[src/rtl/get_put_pump.sv]
// get_put_pump: pulls words from a Get interface into a small FIFO and pushes them to a Put interface.
// Define GET_PUT_PUMP_BYPASS_EN to let a word pass straight through when the FIFO is empty.
module get_put_pump #(
    parameter  int DATA_WIDTH = 1,
    parameter  int DEPTH      = 4,
    localparam int CNT_W      = $clog2(DEPTH + 1)
) (
    input  logic                  CLK,
    input  logic                  RST,
    input  logic [DATA_WIDTH-1:0] get,
    input  logic                  RDY_get,
    output logic                  EN_get,
    output logic [DATA_WIDTH-1:0] put,
    input  logic                  RDY_put,
    output logic                  EN_put,
    output logic [CNT_W-1:0]      count
);

    localparam int PTR_W = $clog2(DEPTH);

    logic [DATA_WIDTH-1:0] mem [DEPTH];
    logic [PTR_W-1:0]      wp;
    logic [PTR_W-1:0]      rp;
    logic                  full;
    logic                  empty;
    logic                  byp;
    logic                  wr;
    logic                  rd;

    assign full  = (count == CNT_W'(DEPTH));
    assign empty = (count == '0);

    always_comb begin
        EN_get = RDY_get & ~full & ~RST;
        EN_put = RDY_put & ~empty & ~RST;
        put    = RST ? '0 : mem[rp];
        byp    = 1'b0;
`ifdef GET_PUT_PUMP_BYPASS_EN
        // Empty with both sides ready: hand the word across without storing it
        if (empty && RDY_get && RDY_put && !RST) begin
            byp    = 1'b1;
            EN_put = 1'b1;
            put    = get;
        end
`endif
        wr = EN_get & ~byp;
        rd = EN_put & ~byp;
    end

    always_ff @(posedge CLK or posedge RST) begin
        if (RST) begin
            for (int i = 0; i < DEPTH; i++) begin
                mem[i] <= '0;
            end
            wp    <= '0;
            rp    <= '0;
            count <= '0;
        end else begin
            if (wr) begin
                mem[wp] <= get;
                wp      <= wp + PTR_W'(1);
            end
            if (rd) begin
                rp <= rp + PTR_W'(1);
            end
            case ({wr, rd})
                2'b10:   count <= count + CNT_W'(1);
                2'b01:   count <= count - CNT_W'(1);
                default: count <= count;
            endcase
        end
    end

endmodule

[config.mk]
export PLATFORM = sky130hd
export DESIGN_NAME = get_put_pump
export DESIGN_NICKNAME = d
export VERILOG_FILES = /design/src/rtl/get_put_pump.sv
export SDC_FILE = /design/constraint.sdc
export NUM_CORES = 1
export LEC_CHECK = 0
export ABC_CLOCK_PERIOD_IN_PS = 2800
export BUFFER_PORTS_ARGS = -buffer_cell sky130_fd_sc_hd__buf_2
export CORE_AREA = 2 2 39 41
export DETAILED_ROUTE_END_ITERATION = 10
export DIE_AREA = 0 0 41 43
export GPL_ROUTABILITY_DRIVEN = 0
export PLACE_DENSITY = 0.82
export SYNTH_ARGS = -nofsm -noshare
export SYNTH_HDL_FRONTEND = slang
export SYNTH_SLANG_ARGS = --single-unit
[constraint.sdc]
create_clock -name CLK -period 2.8 [get_ports CLK]
set_clock_uncertainty 0.1 [all_clocks]
set_input_delay 0.28 -clock CLK [delete_from_list [all_inputs] [get_ports CLK]]
set_output_delay 0.28 -clock CLK [all_outputs]
set_load 0.02 [all_outputs]
==> results.yml, run 1 <==
logic_synthesis:
  synth_fp_nets: 64
  synthCells: 53
  synth_area_leaders: "dfrtp_1 43%, ha_1 9.7%, mux2_1 7.0%, nor3b_4 5.8%, xor2_1 5.4%"
  synth.avg_cell_area_um2: 12.2
  synth_adder_area_share: 0.128
  synth_area_um2: 647
  synth-xor-area-share: 0.0812
  yosysSeqAreaShare: 0.426
  yosys.area.top_type: "dfrtp_1"
  synth_mux_area_frac: 0.143
  synth_compound_area_frac: 0
  synth-warning-count: 0
  synth_top_family_by_area: "simple AND/OR/NAND/NOR gates"
  ys_types: 18
  synth-seq-cells: 11
  synth_top_area_frac: 0.426
  synthSimpleGateAreaFrac: 0.174
pwr:
  peakVddDrop_uv: 496
  power_density_nw_per_um2: 1040
  leakage_uw: 0.000365
worst_setup_path:
  r2r_setup_slack_ns: 0.65
  critPathMaxStageDelay_ns: 0.53
  r2r_end: "count[2]"
  required_ns: 2.90
  path_class: "in2reg"
  critPathMostFrequentCell: "xor2_1"
  cp_max_fo: 8
  startpoint_type: "input pin"
  cp_slowest_cell: "dlygate4sd3_1"
  rr_startpoint: "count[1]"
  reg2reg_depth: 9
  crit_arrival_ns: 2.35
  endpoint_kind: "register"
  crit_path_cell_trace: "dlygate4sd3_1 -> buf_2 -> nor3b_2 -> ha_1 -> inv_1 -> fa_1 -> xor2_1 -> nor2_1 -> xor2_1"
global_routing:
  grt_first_pass_wirelength_um: 1750
  grt_max_degree: 13
  grt_pass1_vias: 406
  grt_overflow: 0
  grt.total_usage: 0.159
  antenna_found_initial: 0
routing:
  drc: 0
  drtPass1Iterations: 3
  wl_per_cell_um: 12.5
  drtAntennaViolNets: 0
  viasPerCell: 4.90
  drt-initial-drc-count: 2
  vias: 407
  routed_wl_um: 1040
die:
  die_w_um: 41
  coreArea_um2: 1380
  ioPinCount: 11
  start_util: 0.467
  die_area_um2: 1760
  rows: 14
  die_h_um: 43
clock_tree:
  cts_tree: "yes"
  worstSkewPairLatency_ns: 0.27
  htree_levels: 1
  clock-sinks: 11
  clockBufferDepth: 2
  clkTransAtPathRegs_ns: 0.07
  cts-resized-gates: 0
  root_buffer: "clkbuf_4"
  numCtsBuffers: 3
timing:
  timing.hold.ws_ns: 0.163
  fmax_mhz: 445
  min_period_ns: 2.25
  fin_crit_sh: 0.803
  tightest_slew_ns: 0.440
  hold_violations: 0
  setup-violations-final: 0
  rsz0062_at_grt: "false"
  slew_violations: 0
  setup-tns-final_ns: 0
  max_slew_margin: 0.706
outcome:
  status: "completed"
placement:
  dpl.hpwl_um: 823
  port_buffers: 10
cells_and_area:
  nets: 79
  most-common-layout-cells: "11 x dfrtp_1, 10 x buf_2, 7 x inv_1"
  area_growth_pct: 15.7
  fillCellCount: 120
  register_area_um2: 275
  antenna_cells: 0
  final_common_cell: "dfrtp_1"
  drive_gt1_frac: 0.284
  multi_input_area_um2: 340
run:
  cap_violations: 0
worst_hold_path:
  hold_depth: 2
  hold_end: "mem[0]"
  hp-start: "get"
  hold_class: "in2reg"
==> how the worst max path moves through the flow <==
stage | slack, ns | startpoint | endpoint
CTS | 0.57 | RST | count[2]
floorplan | 0.49 | count[0] | count[2]
finish | 0.55 | RST | count[2]
global route | 0.39 | RST | count[2]
global placement | 0.71 | count[0] | count[2]
detailed placement | 0.67 | count[0] | count[2]
==> metal layers <==
metal | wire [µm] | share of wire | GRT usage | vias up
met4 | 28 | 0.027 | 0.120 | 0
met5 | 0 | 0 | 0 | -
li1 | - | - | - | 199
met2 | 517 | 0.50 | 0.222 | 8
met3 | 28 | 0.027 | 0.0628 | 4
met1 | 463 | 0.45 | 0.185 | 196
==> registers in the layout, summed over array words and instances, names as in the netlist <==
signal and flops:
count 3, wp 2, mem 4, rp 2
==> critical path, delay by kind of cell <==
| family | cells | cell delay [ns] |
|---|---|---|
| xor gates and xnor gates | 2 | 0.30 |
| and+or+nand+nor | 2 | 0.39 |
| adders and majority gates | 2 | 0.61 |
| buffers and inverters | 3 | 0.77 |
==> stage by stage <==
stage	worst slack, ns	util	instances	instance area (µm²)	total power [µW]
after floorplan	0.494	-	53	647	583
after global placement	0.705	0.514	78	712	654
after detailed placement	0.666	0.514	78	712	675
after CTS	0.568	0.541	83	748	789
after global routing	0.391	0.541	83	748	852
final	0.552	0.541	83	748	778
==> repair_timing <==
| action | in CTS | in global routing |
|---|---|---|
| buffers inserted | 0 | 0 |
| hold endpoints to repair | 11 | 0 |
| hold buffers | 1 | 0 |
==> where the power goes <==
part / switching (µW) / leakage, µW / internal [µW] / total, µW
Combinational: 173 / 0.000220 / 173 / 346
Sequential: 79.0 / 0.000130 / 242 / 321
Clock: 55.6 / 0.0000150 / 55.2 / 111
Total: 307 / 0.000365 / 471 / 778
==> Yosys cell counts, drive strengths merged <==
cell	number
inv	7
dfrtp	11
and4bb	1
mux2	5
mux2i	1
xnor2	2
clkbuf	1
nand2	4
xor2	4
mux4	1
and2	1
nor2	1
fa	1
nor3b	3
nor3	5
ha	5
==> final cells by class <==
type,count,share of cell area
Sequential cell,11,0.368
Multi-Input combinational cell,34,0.455
Inverter,7,0.0351
Tap cell,16,0.0268
Clock buffer,4,0.0351
Timing Repair Buffer,11,0.0803
==> cells by family (layout without fill, tap and decap cells) <==
| group | after synthesis | after routing |
|---|---|---|
| xor+xnor | 6 | 6 |
| fa+ha+maj | 6 | 6 |
| buf+inv | 8 | 22 |
| flops | 11 | 11 |
| mux | 7 | 7 |
| simple gates | 15 | 15 |
Note: power is estimated with default switching activity, not from simulation.
==> run 2: changes to the inputs <==
==> config.mk (replaced) <==
export PLATFORM = sky130hd
export DESIGN_NAME = get_put_pump
export DESIGN_NICKNAME = d
export VERILOG_FILES = /design/src/rtl/get_put_pump.sv
export SDC_FILE = /design/constraint.sdc
export NUM_CORES = 1
export LEC_CHECK = 0
export ABC_AREA = 1
export ABC_CLOCK_PERIOD_IN_PS = 2100
export BUFFER_PORTS_ARGS = -buffer_cell sky130_fd_sc_hd__buf_2
export CORE_MARGIN = 2
export CORE_UTILIZATION = 53
export DETAILED_ROUTE_END_ITERATION = 10
export GPL_ROUTABILITY_DRIVEN = 0
export PLACE_DENSITY = 0.86
export SYNTH_ARGS = -nofsm -noshare
export SYNTH_HDL_FRONTEND = slang
export SYNTH_SLANG_ARGS = --single-unit
==> constraint.sdc (replaced) <==
create_clock -name CLK -period 2.1 [get_ports CLK]
set_clock_uncertainty 0.1 [all_clocks]
set_input_delay 0.21 -clock CLK [delete_from_list [all_inputs] [get_ports CLK]]
set_output_delay 0.21 -clock CLK [all_outputs]
set_load 0.02 [all_outputs]
==> results.yml, run 2 <==
outcome:
  status: "completed"
die:
  die_area_um2: 1640
  rows: 13
  ioPinCount: 11
  die_w_um: 40.5
  die_h_um: 40.5
  coreArea_um2: 1270
  start_util: 0.555
timing:
  setup-tns-final_ns: 0
  fin_crit_sh: 0.956
  rsz0062_at_grt: "false"
  timing.hold.ws_ns: 0.134
  setup-violations-final: 0
  slew_violations: 0
  hold_violations: 0
  min_period_ns: 2.01
  fmax_mhz: 498
  tightest_slew_ns: 0.422
  max_slew_margin: 0.718
cells_and_area:
  reg.largest.list: "mem (4), count (3)"
  largest_reg_flops: 4
  antenna_cells: 0
  drive_gt1_frac: 0.220
  regMostFlops: "mem"
  register_area_um2: 275
  final_area_um2: 805
  nets: 112
  most-common-layout-cells: "24 x nand2_1, 16 x inv_1, 11 x dfrtp_1"
  final_common_cell: "nand2_1"
  area_growth_pct: 14.2
  final_util: 0.634
  multi_input_area_um2: 355
  fillCellCount: 110
logic_synthesis:
  synth.most_common_cell: "nand2_1"
  synth-warning-count: 0
  ys_types: 17
  synthArstFlopShare: 1.00
  ys_top_cells_by_count: "24 x nand2_1, 16 x inv_1, 11 x dfrtp_1"
  synthFlopType: "dfrtp_1"
  synth.avg_cell_area_um2: 8.19
  synthCells: 86
  synth_area_um2: 704
  synth_area_leaders: "dfrtp_1 39%, nand2_1 13%, ha_1 8.9%, inv_1 8.5%, nand3_1 6.4%"
  yosysSeqAreaShare: 0.391
  yosys.area.top_type: "dfrtp_1"
  synth_top_area_frac: 0.391
  synth-edff-count: 0
  synth-seq-cells: 11
  synth_fp_nets: 97
placement:
  dpl.hpwl_um: 1010
  dpl_cell_area_um2: 773
  port_buffers: 10
clock_tree:
  root_buffer: "clkbuf_4"
  clkTransAtPathRegs_ns: 0.07
  clockBufferDepth: 2
  numCtsBuffers: 3
  worstSkewPairLatency_ns: 0.27
  cts_setup_buffers: 0
  htree_levels: 1
  cts_tree: "yes"
  clock-sinks: 11
routing:
  vias: 550
  drc: 0
  route.met2.wl_um: 595
  drtPass1Iterations: 2
  highest_layer: "met4"
  viasPerCell: 4.78
  drtAntennaViolNets: 0
  wl_met3_um: 43
  drt-initial-drc-count: 4
  routed_wl_um: 1230
  m1WireLength_um: 562
  wl_per_cell_um: 10.7
worst_setup_path:
  startpoint_type: "input pin"
  reg2reg_depth: 10
  path_class: "in2reg"
  critPathMaxStageDelay_ns: 0.66
  r2r_end: "count[2]"
  crit_start: "RST"
  endpoint_kind: "register"
  crit_end: "count[2]"
  cp_slowest_cell: "dlygate4sd3_1"
  critPathMostFrequentCell: "nand2_1"
  r2r_setup_slack_ns: 0.15
  crit_arrival_ns: 2.08
  crit_path_cell_trace: "dlygate4sd3_1 -> nor2_2 -> nand2_2 -> inv_2 -> ha_1 -> inv_1 -> fa_1 -> nand2_1 -> nand3_1 -> nand2_1 -> nand2_1"
  rr_startpoint: "count[1]"
  cp_max_fo: 4
  required_ns: 2.17
global_routing:
  grt_first_pass_wirelength_um: 1900
  antenna_found_initial: 0
  grt_overflow: 0
  grt_pass1_vias: 484
  grt_max_degree: 12
  grt.total_usage: 0.187
worst_hold_path:
  hold_class: "in2reg"
pwr:
  leakage_uw: 0.000454
  peakVddDrop_uv: 750
  power_density_nw_per_um2: 1360
run:
  cap_violations: 0
==> run 2: where the power goes <==
group          switching, µW  leakage [µW]  internal [µW]
clock network           73.0     0.0000150           73.6
registers               98.4      0.000136            315
logic                    333      0.000303            205
total                    504      0.000454            593
==> run 2: per-layer routing <==
layer,vias up,GRT usage
li1,296,-
met4,0,0.100
met2,8,0.337
met1,242,0.192
met5,-,0
met3,4,0.0500
==> run 2: logic make-up after synthesis <==
| kind of cell | Yosys count | share of synthesized area |
|---|---|---|
| and+or+nand+nor | 45 | 0.341 |
| buffers and inverters | 19 | 0.105 |
| DFF | 11 | 0.391 |
| adders and majority gates | 6 | 0.117 |
| AOI/OAI and AO/OA | 3 | 0.0213 |
| xor gates and xnor gates | 2 | 0.0249 |
==> run 2: worst max-delay path, delay by kind of cell <==
family | cells | cell delay (ns)
buf+inv | 3 | 0.81
fa+ha+maj | 2 | 0.54
simple gates | 6 | 0.51
==> run 2: worst min path at each step <==
stage	startpoint	end	cells after the start
global placement	RST	rp[0]	2
global route	get	mem[0]	3
CTS	get	mem[3]	3
detailed placement	RST	rp[0]	2
floorplan	RST	count[0]	1
finish	get	mem[3]	3
==> run 2: area by class of cell <==
class / count / share of cell area
clock buffer: 4 / 0.0327
inverter: 19 / 0.0918
multi-input combinational: 56 / 0.442
sequential: 11 / 0.342
tap: 15 / 0.0233
timing repair buffer: 10 / 0.0684
==> run 2: through the flow <==
stage / std cells / total power [µW] / setup WS [ns]
6_report: 115 / 1100 / 0.0917
4_1_cts: 116 / 1100 / 0.0701
2_1_floorplan: 86 / 815 / 0.154
5_1_grt: 115 / 1190 / 0.00510
3_5_place_dp: 111 / 959 / 0.149
3_3_place_gp: 111 / 920 / 0.244
==> run 2: repair_timing <==
item	in CTS	in global routing
endpoints found under the hold margin	11	0
hold buffers	1	0
setup endpoints to repair	0	1
gates resized for setup	0	0
